[config.mk]
export PLATFORM = sky130hd
export DESIGN_NAME = moore_seq_detect_param
export DESIGN_NICKNAME = d
export VERILOG_FILES = /design/src/rtl/seq_det_pkg.sv /design/src/rtl/sat_counter.sv /design/src/rtl/moore_seq_detect_param.sv
export SDC_FILE = /design/constraint.sdc
export NUM_CORES = 1
export LEC_CHECK = 0
export BUFFER_PORTS_ARGS = -buffer_cell sky130_fd_sc_hd__buf_2
export CAP_MARGIN = 5
export CORE_MARGIN = 10
export CORE_UTILIZATION = 32
export DETAILED_ROUTE_END_ITERATION = 6
export PLACE_DENSITY = 0.5
export SLEW_MARGIN = 25
export SYNTH_ARGS = -nofsm -noshare
export SYNTH_HDL_FRONTEND = slang
export SYNTH_SLANG_ARGS = --single-unit
[constraint.sdc]
create_clock -name clk -period 2.56 [get_ports clk]
set_input_delay 0.512 -clock clk [delete_from_list [all_inputs] [get_ports clk]]
set_output_delay 0.512 -clock clk [all_outputs]
set_load 0.01 [all_outputs]
[src/rtl/seq_det_pkg.sv]
// Shared helpers for the parametrised sequence detector.
// Next-state tables are built at elaboration from these functions.
package seq_det_pkg;

  localparam int PAT_LEN_MIN = 2;
  localparam int PAT_LEN_MAX = 16;

  function automatic int clog2(input int v);
    int r;
    r = 0;
    for (int i = 0; i < 32; i++) begin
      if ((1 << r) < v) r = r + 1;
    end
    return r;
  endfunction

  // Longest proper border of the whole pattern.
  function automatic int seq_border(
    input logic [15:0] pattern,
    input int          len
  );
    int  res;
    logic ok;
    res = 0;
    for (int j = 1; j < len; j++) begin
      ok = 1'b1;
      for (int i = 0; i < j; i++) begin
        if (pattern[len-1-i] != pattern[j-1-i])
          ok = 1'b0;
      end
      if (ok) res = j;
    end
    return res;
  endfunction

  // KMP step: longest prefix that is a suffix of (P[0..k-1], b).
  function automatic int seq_next(
    input logic [15:0] pattern,
    input int          len,
    input int          k,
    input logic        b,
    input logic        overlap
  );
    int   kk;
    int   pos;
    int   res;
    logic ok;
    logic c;
    kk = k;
    if (kk >= len)
      kk = overlap ? seq_border(pattern, len) : 0;
    res = 0;
    for (int j = 1; j <= kk + 1; j++) begin
      if (j <= len) begin
        ok = 1'b1;
        for (int i = 0; i < j; i++) begin
          pos = kk + 1 - j + i;
          c = (pos < kk) ? pattern[len-1-pos] : b;
          if (c != pattern[len-1-i])
            ok = 1'b0;
        end
        if (ok) res = j;
      end
    end
    return res;
  endfunction

endpackage

[src/rtl/sat_counter.sv]
// Saturating up-counter; holds at all-ones, cleared only by rst.
// Used as the detection counter of the sequence detector.
module sat_counter #(
  parameter int W = 8
) (
  input  logic         clk,
  input  logic         rst,
  input  logic         inc,
  output logic [W-1:0] cnt
);

  always_ff @(posedge clk) begin
    if (rst)
      cnt <= '0;
    else if (inc && (cnt != {W{1'b1}}))
      cnt <= cnt + 1'b1;
  end

endmodule

[src/rtl/moore_seq_detect_param.sv]
// Parametrised Moore serial sequence detector with clock enable
// and saturating detection counter.
module moore_seq_detect_param
  import seq_det_pkg::*;
#(
  parameter int          PAT_LEN = 5,
  parameter logic [15:0] PATTERN = 16'b11011,
  parameter bit          OVERLAP = 1'b0,
  parameter int          CNT_W   = 8
) (
  input  logic             clk,
  input  logic             rst,
  input  logic             en,
  input  logic             in,
  output logic             out,
  output logic [CNT_W-1:0] det_cnt
);

  if (PAT_LEN < PAT_LEN_MIN || PAT_LEN > PAT_LEN_MAX) begin : g_bad_len
    $error("moore_seq_detect_param: illegal PAT_LEN %0d", PAT_LEN);
  end

  localparam int STATE_W = clog2(PAT_LEN + 1);
  localparam int DEPTH   = 1 << STATE_W;
  localparam logic [STATE_W-1:0] DET = STATE_W'(PAT_LEN);

  logic [STATE_W-1:0] state;
  logic [STATE_W-1:0] nxt;
  logic [STATE_W-1:0] nxt_tab [DEPTH][2];
  logic               inc;

  // Unreachable encodings above PAT_LEN fall back to state 0.
  for (genvar s = 0; s < DEPTH; s++) begin : g_st
    for (genvar b = 0; b < 2; b++) begin : g_bit
      localparam int NX = (s <= PAT_LEN) ?
        seq_next(PATTERN, PAT_LEN, s, (b != 0), OVERLAP) : 0;
      assign nxt_tab[s][b] = STATE_W'(NX);
    end
  end

  assign nxt = nxt_tab[state][in];
  assign inc = en && (nxt == DET);

  always_ff @(posedge clk) begin
    if (rst) begin
      state <= '0;
      out   <= 1'b0;
    end else if (en) begin
      state <= nxt;
      out   <= (nxt == DET);
    end
  end

  sat_counter #(
    .W(CNT_W)
  ) u_cnt (
    .clk (clk),
    .rst (rst),
    .inc (inc),
    .cnt (det_cnt)
  );

endmodule
; ---- Word-level counts from Yosys, hierarchy flattened
; Memories as Yosys holds them, arrays and structs flattened.
; Index checks and enable logic that the tools add are counted.
[totals]
ff_bits = 12
romBits = 48
output_inout_bits = 9
elab_cells = 18
n_memories = 1
[classes]
addsub = 1
magnitude_cmp = 2
n_eq_ne = 2
muxes = 5
bitwise_logic = 2
reduce_logical = 2
[memory_table]
columns = memory, depth, word_bits, read_ports, rd_ports_with_merged_regs, wr, line
row1 = (no name shown), 8, 6, 1, 0, 0, moore_seq_detect_param.sv:41  ; assign nxt = nxt_tab[state][in];
[ops]
columns = op, count
row1 = $mux W6, 2
row2 = $mux W3, 3
row3 = $add A8 B1 Y8 const B, 1
row4 = $ne A8 B8 Y1 const B, 1
row5 = $ge A4 B4 Y1 const B, 1
row6 = $not A3 Y4, 1
row7 = $eq A3 B3 Y1 const B, 1
row8 = $ge A2 B2 Y1 const B, 1
row9 = $logic_and A1 B1 Y1, 2
row10 = $not A1 Y2, 1

; ---- Longest topological paths before layout
[depth]
depth_word = 10
mapped_depth = 7
mapped_depth_nobuf = 6

; ---- Cells and area by module
; Synthesis repeated with hierarchy kept, for this count alone.
[unflattened]
cells_unflattened = 78
hier_area_um2 = 700.7
[modules_own_cells]
columns = mod, instances, cells_per_inst, area_per_inst_um2
row1 = sat_counter, 1, 46, 430.4
row2 = moore_seq_detect_param, 1, 32, 270.3

; ---- Worst setup path after synthesis
; OpenSTA, ideal clock, no wires.
[synth_path]
kind = flip-flop to flip-flop
from = reg state[1]
to = reg u_cnt.cnt[7]
setup_ns = 0.121
t_arrival_ns = 1.653
required_ns = 2.439
slack_ns = 0.787
stages_incl_launch_ff = 7
path_cell_list = dfxtp_1 -> inv_1 -> ha_1 -> mux2i_2 -> o221ai_2 -> nor4_1 -> mux2_2
[synth_via]
elab_chain_len = 10
[synth_lines]
columns = element, line
row1 = start: declaration, moore_seq_detect_param.sv:27  ; logic [STATE_W-1:0] state;
row2 = start signal: assignment, moore_seq_detect_param.sv:49  ; state <= nxt;
row3 = $not A3 Y4 (implied by the code), moore_seq_detect_param.sv:41
row4 = $mem_v2 Z8 W6, -
row5 = $mux W6 (implied by the code) (2 in a row), moore_seq_detect_param.sv:41
row6 = $mux W3 (implied by the code) (3 in a row), moore_seq_detect_param.sv:41
row7 = $eq A3 B3 Y1, moore_seq_detect_param.sv:42  ; assign inc = en && (nxt == DET);
row8 = $logic_and A1 B1 Y1, moore_seq_detect_param.sv:42
row9 = $logic_and A1 B1 Y1, sat_counter.sv:15  ; else if (inc && (cnt != {W{1'b1}}))
row10 = end signal: assignment, sat_counter.sv:16  ; cnt <= cnt + 1'b1;
row11 = end: declaration, sat_counter.sv:9  ; output logic [W-1:0] cnt
; Every way passes these cells. The select of a mux whose other input is x is not followed.
; A chain may end at the register's enable or synchronous reset.

; ---- Worst setup path in the final report
[layout_path]
from = reg state[0]
to = reg u_cnt.cnt[5]
; Same word-level chain as after synthesis.

==> impl_metrics.json <==
{
  "antenna_found_initial": 0,
  "timing.critical_path.required_ns": 2.73,
  "timing.final.crit_period_ns": 2.07,
  "switching_share_pct": 21.6,
  "synthesis.area_um2": 654,
  "worst_pin_slew_ns": 0.602,
  "fillerInstances": 232,
  "maxCapViolations": 0,
  "initial_utilization_pct": 33.4,
  "status": "finished, final reports clean",
  "detail_route.iter0.violations": 24,
  "main_combinational_cell_family_by_area_after_synthesis": "simple AND/OR/NAND/NOR gates",
  "floorplan.die_area_um2": 4250,
  "vias_per_cell": 4.89,
  "final.period_utilization_pct": 80.7,
  "synth_xor_xnor_area_share_pct": 0,
  "clock_tree.htree_level_count": 1,
  "layout-area-overhead-vs-synth_pct": 17.6,
  "synth_fp_nets": 84,
  "synthesis.yosys.warnings": 0,
  "worstPathCellList": "inv_1, ha_1, mux2i_2, o221ai_2, nor4_1, mux2_2",
  "ir_worst_vdd_v": 0.000388,
  "cts.reportedPaths.clkPinSlew_ns": 0.08,
  "power.internal_uw": 285,
  "critical_path.startpoint_type": "register",
  "n_antenna_cell": 0,
  "beginning_of_the_worst_hold_path": "out$_SDFFE_PP0P_",
  "slowest_delay_ns": 0.38,
  "postRouteAntennaNets": 0,
  "synthCells": 76,
  "share_clk_of_total_power_pct": 40.8,
  "cts.sinks": 12,
  "numCtsBuffers": 3,
  "reg2reg_from": "state[0]$_SDFFE_PP0P_",
  "layout.cells.most_common_list": "sky130_fd_sc_hd__buf_2, sky130_fd_sc_hd__dfxtp_1, sky130_fd_sc_hd__a21oi_1, sky130_fd_sc_hd__nor2_1, sky130_fd_sc_hd__nand2_1",
  "power_leakage_nw": 0.304,
  "drc": 0,
  "vias": 572,
  "postCtsSetupRepairBufs": 0,
  "fmax_mhz": 484,
  "layout.core_utilization_pct": 39.2,
  "number_of_global_route_vias_before_repair": 553,
  "final_cell_area_um2": 769,
  "path_max_fanout": 14,
  "global_route.overflow_total": 0,
  "placed_area_um2": 733,
  "setup_tns_ns": 0,
  "timing.final.max_slew_violations": 0,
  "drive_gt1_share_pct": 22.2,
  "worst_slew_margin_rel_pct": 59.7,
  "post_cts_hold_buffer_count": 0,
  "criticalPathCategory": "reg -> reg",
  "crit_path_end_kind": "register",
  "syn_area_per_cell_um2": 8.61,
  "setup_repair_after_global_routing_missed_its_margin": "no",
  "post_synth_fa_ha_maj_area_fraction_pct": 7.65,
  "worstHoldPathType": "reg -> reg",
  "design.portCount": 13,
  "fp-row-count": 16,
  "power.share.combinational_pct": 6.8,
  "avgRoutedWirePerCell_um": 12.4,
  "yosys.cell_types.count": 27,
  "finClkSkew_ns": 0.0101,
  "core_area_um2": 1960,
  "finalNetCount": 99,
  "net-switching-power_uw": 78.4,
  "place.detailed.hpwl_um": 1070,
  "tritoncts": "done",
  "grt_first_pass_wirelength_um": 2510,
  "place.gp.congestion": 0.798,
  "timing.critical_path.slowest_stage_cell": "sky130_fd_sc_hd__dfxtp_1",
  "maximum_number_of_pins_on_one_net_before_global_route_repair": 16,
  "cts_resized": 0,
  "synth-seq-area-share_pct": 36.7,
  "totalPowerFinal_uw": 363,
  "synthSimpleGateAreaFrac_pct": 26.8,
  "synth_area_in_compound_gates_pct": 17.2,
  "number_of_synthesized_register_bits": 12,
  "arrival_ns": 2.23,
  "cts-root-to-sink-buffers": 2,
  "place.port_buffers": 12,
  "report.final.setup_viol": 0,
  "startpoint": "state[0]$_SDFFE_PP0P_",
  "die_x_um": 65.2,
  "power_density_nw_per_um2": 472,
  "post_synth_mux_area_share_pct": 7.07,
  "height_of_the_die_um": 65.2,
  "clkLatencyLatePin_ns": 0.27,
  "detail_route.wirelength_um": 1450,
  "hold_violations": 0,
  "cts_root_buffer": "sky130_fd_sc_hd__clkbuf_4",
  "global_route.usage.total_pct": 7.26,
  "drt_first_pass_iters": 4,
  "seq_power_share_pct": 52.4
}
layer usage:
metal  track usage (%)  routed length, um  vias up
met5                 0                  0        -
met4              4.01                 30        0
met3              3.22                 73        2
met2              11.6                708        7
met1              7.87                631      256
li1                  -                  -      307
flip-flops by register name, indices dropped and copies added, names as in the netlist:
register,flops
u_cnt.cnt,8
state,3
out,1
stage by stage:
stage	worst slack [ns]	hold WS, ns	cells
after floorplan	0.787	0.479	76
after global placement	0.536	0.472	113
after detailed placement	0.517	0.458	113
after CTS	0.505	0.466	117
after global routing	0.344	0.465	117
final	0.495	0.465	117
cells in the mapped netlist:
master                     count  area share [%]
sky130_fd_sc_hd__o31ai_1       3             3.4
sky130_fd_sc_hd__o41ai_1       1             1.3
sky130_fd_sc_hd__mux2i_1       1             1.5
sky130_fd_sc_hd__nand4_1       1            0.96
sky130_fd_sc_hd__inv_1         4             2.3
sky130_fd_sc_hd__or4_1         3             3.4
sky130_fd_sc_hd__a32oi_1       1             1.3
sky130_fd_sc_hd__mux2_2        2             3.4
sky130_fd_sc_hd__ha_1          4             7.6
sky130_fd_sc_hd__clkbuf_1      1            0.57
sky130_fd_sc_hd__or3_1         2             1.9
sky130_fd_sc_hd__a21oi_1       9             6.9
sky130_fd_sc_hd__buf_6         1             1.7
sky130_fd_sc_hd__o221ai_2      1             2.3
sky130_fd_sc_hd__nor4_1        2             1.9
sky130_fd_sc_hd__dfxtp_1      12              37
sky130_fd_sc_hd__and2b_1       1             1.1
sky130_fd_sc_hd__mux2i_2       1             2.1
sky130_fd_sc_hd__nor2_1        7             4.0
sky130_fd_sc_hd__and3_1        1            0.96
sky130_fd_sc_hd__nand3_1       4             3.1
sky130_fd_sc_hd__a211oi_1      1             1.1
sky130_fd_sc_hd__nor2b_1       3             2.9
sky130_fd_sc_hd__nand2_1       5             2.9
sky130_fd_sc_hd__nor3_1        1            0.76
sky130_fd_sc_hd__nand2b_1      3             2.9
sky130_fd_sc_hd__o21ai_0       1            0.76
critical path, delay by kind of cell, from the launching register on:
family | cells | cell delay (ns)
buffers and inverters | 1 | 0.08
muxes | 2 | 0.57
adders and majority gates | 1 | 0.30
DFF | 1 | 0.38
and+or+nand+nor | 1 | 0.37
AOI/OAI and AO/OA | 1 | 0.27
power groups by stage:
stage / Clock (mW) / Sequential [mW] / Combinational [mW]
2_1_floorplan: 0 / 0.194 / 0.0165
3_3_place_gp: 0 / 0.195 / 0.0241
3_5_place_dp: 0 / 0.195 / 0.0245
4_1_cts: 0.157 / 0.190 / 0.0245
5_1_grt: 0.169 / 0.191 / 0.0276
6_report: 0.148 / 0.190 / 0.0245
kinds of logic (layout without fill, tap and decap cells):
group           count (synthesis)  after routing
simple gates                   33             33
compound gates                 17             17
flops                          12             12
buf+inv                         6             20
fa+ha+maj                       4              4
mux                             4              4
worst paths after layout:
path / end / slack, ns / cells past startpoint
hold reg to reg: out$_SDFFE_PP0P_ / 0.47 / 2
hold / removal: out$_SDFFE_PP0P_ / 0.47 / 2
setup / recovery: u_cnt.cnt[5]$_SDFFE_PP0P_ / 0.49 / 6
setup reg to reg: u_cnt.cnt[5]$_SDFFE_PP0P_ / 0.49 / 6
cell type report:
class / instances / area, um^2 / share of cell area, %
clock buffer: 4 / 36.3 / 4.72
tap: 27 / 33.8 / 4.39
sequential: 12 / 240 / 31.2
timing repair buffer: 12 / 60.1 / 7.80
multi-input combinational: 58 / 384 / 49.9
inverter: 4 / 15.0 / 1.95
Note: power is estimated with default switching activity, not from simulation.
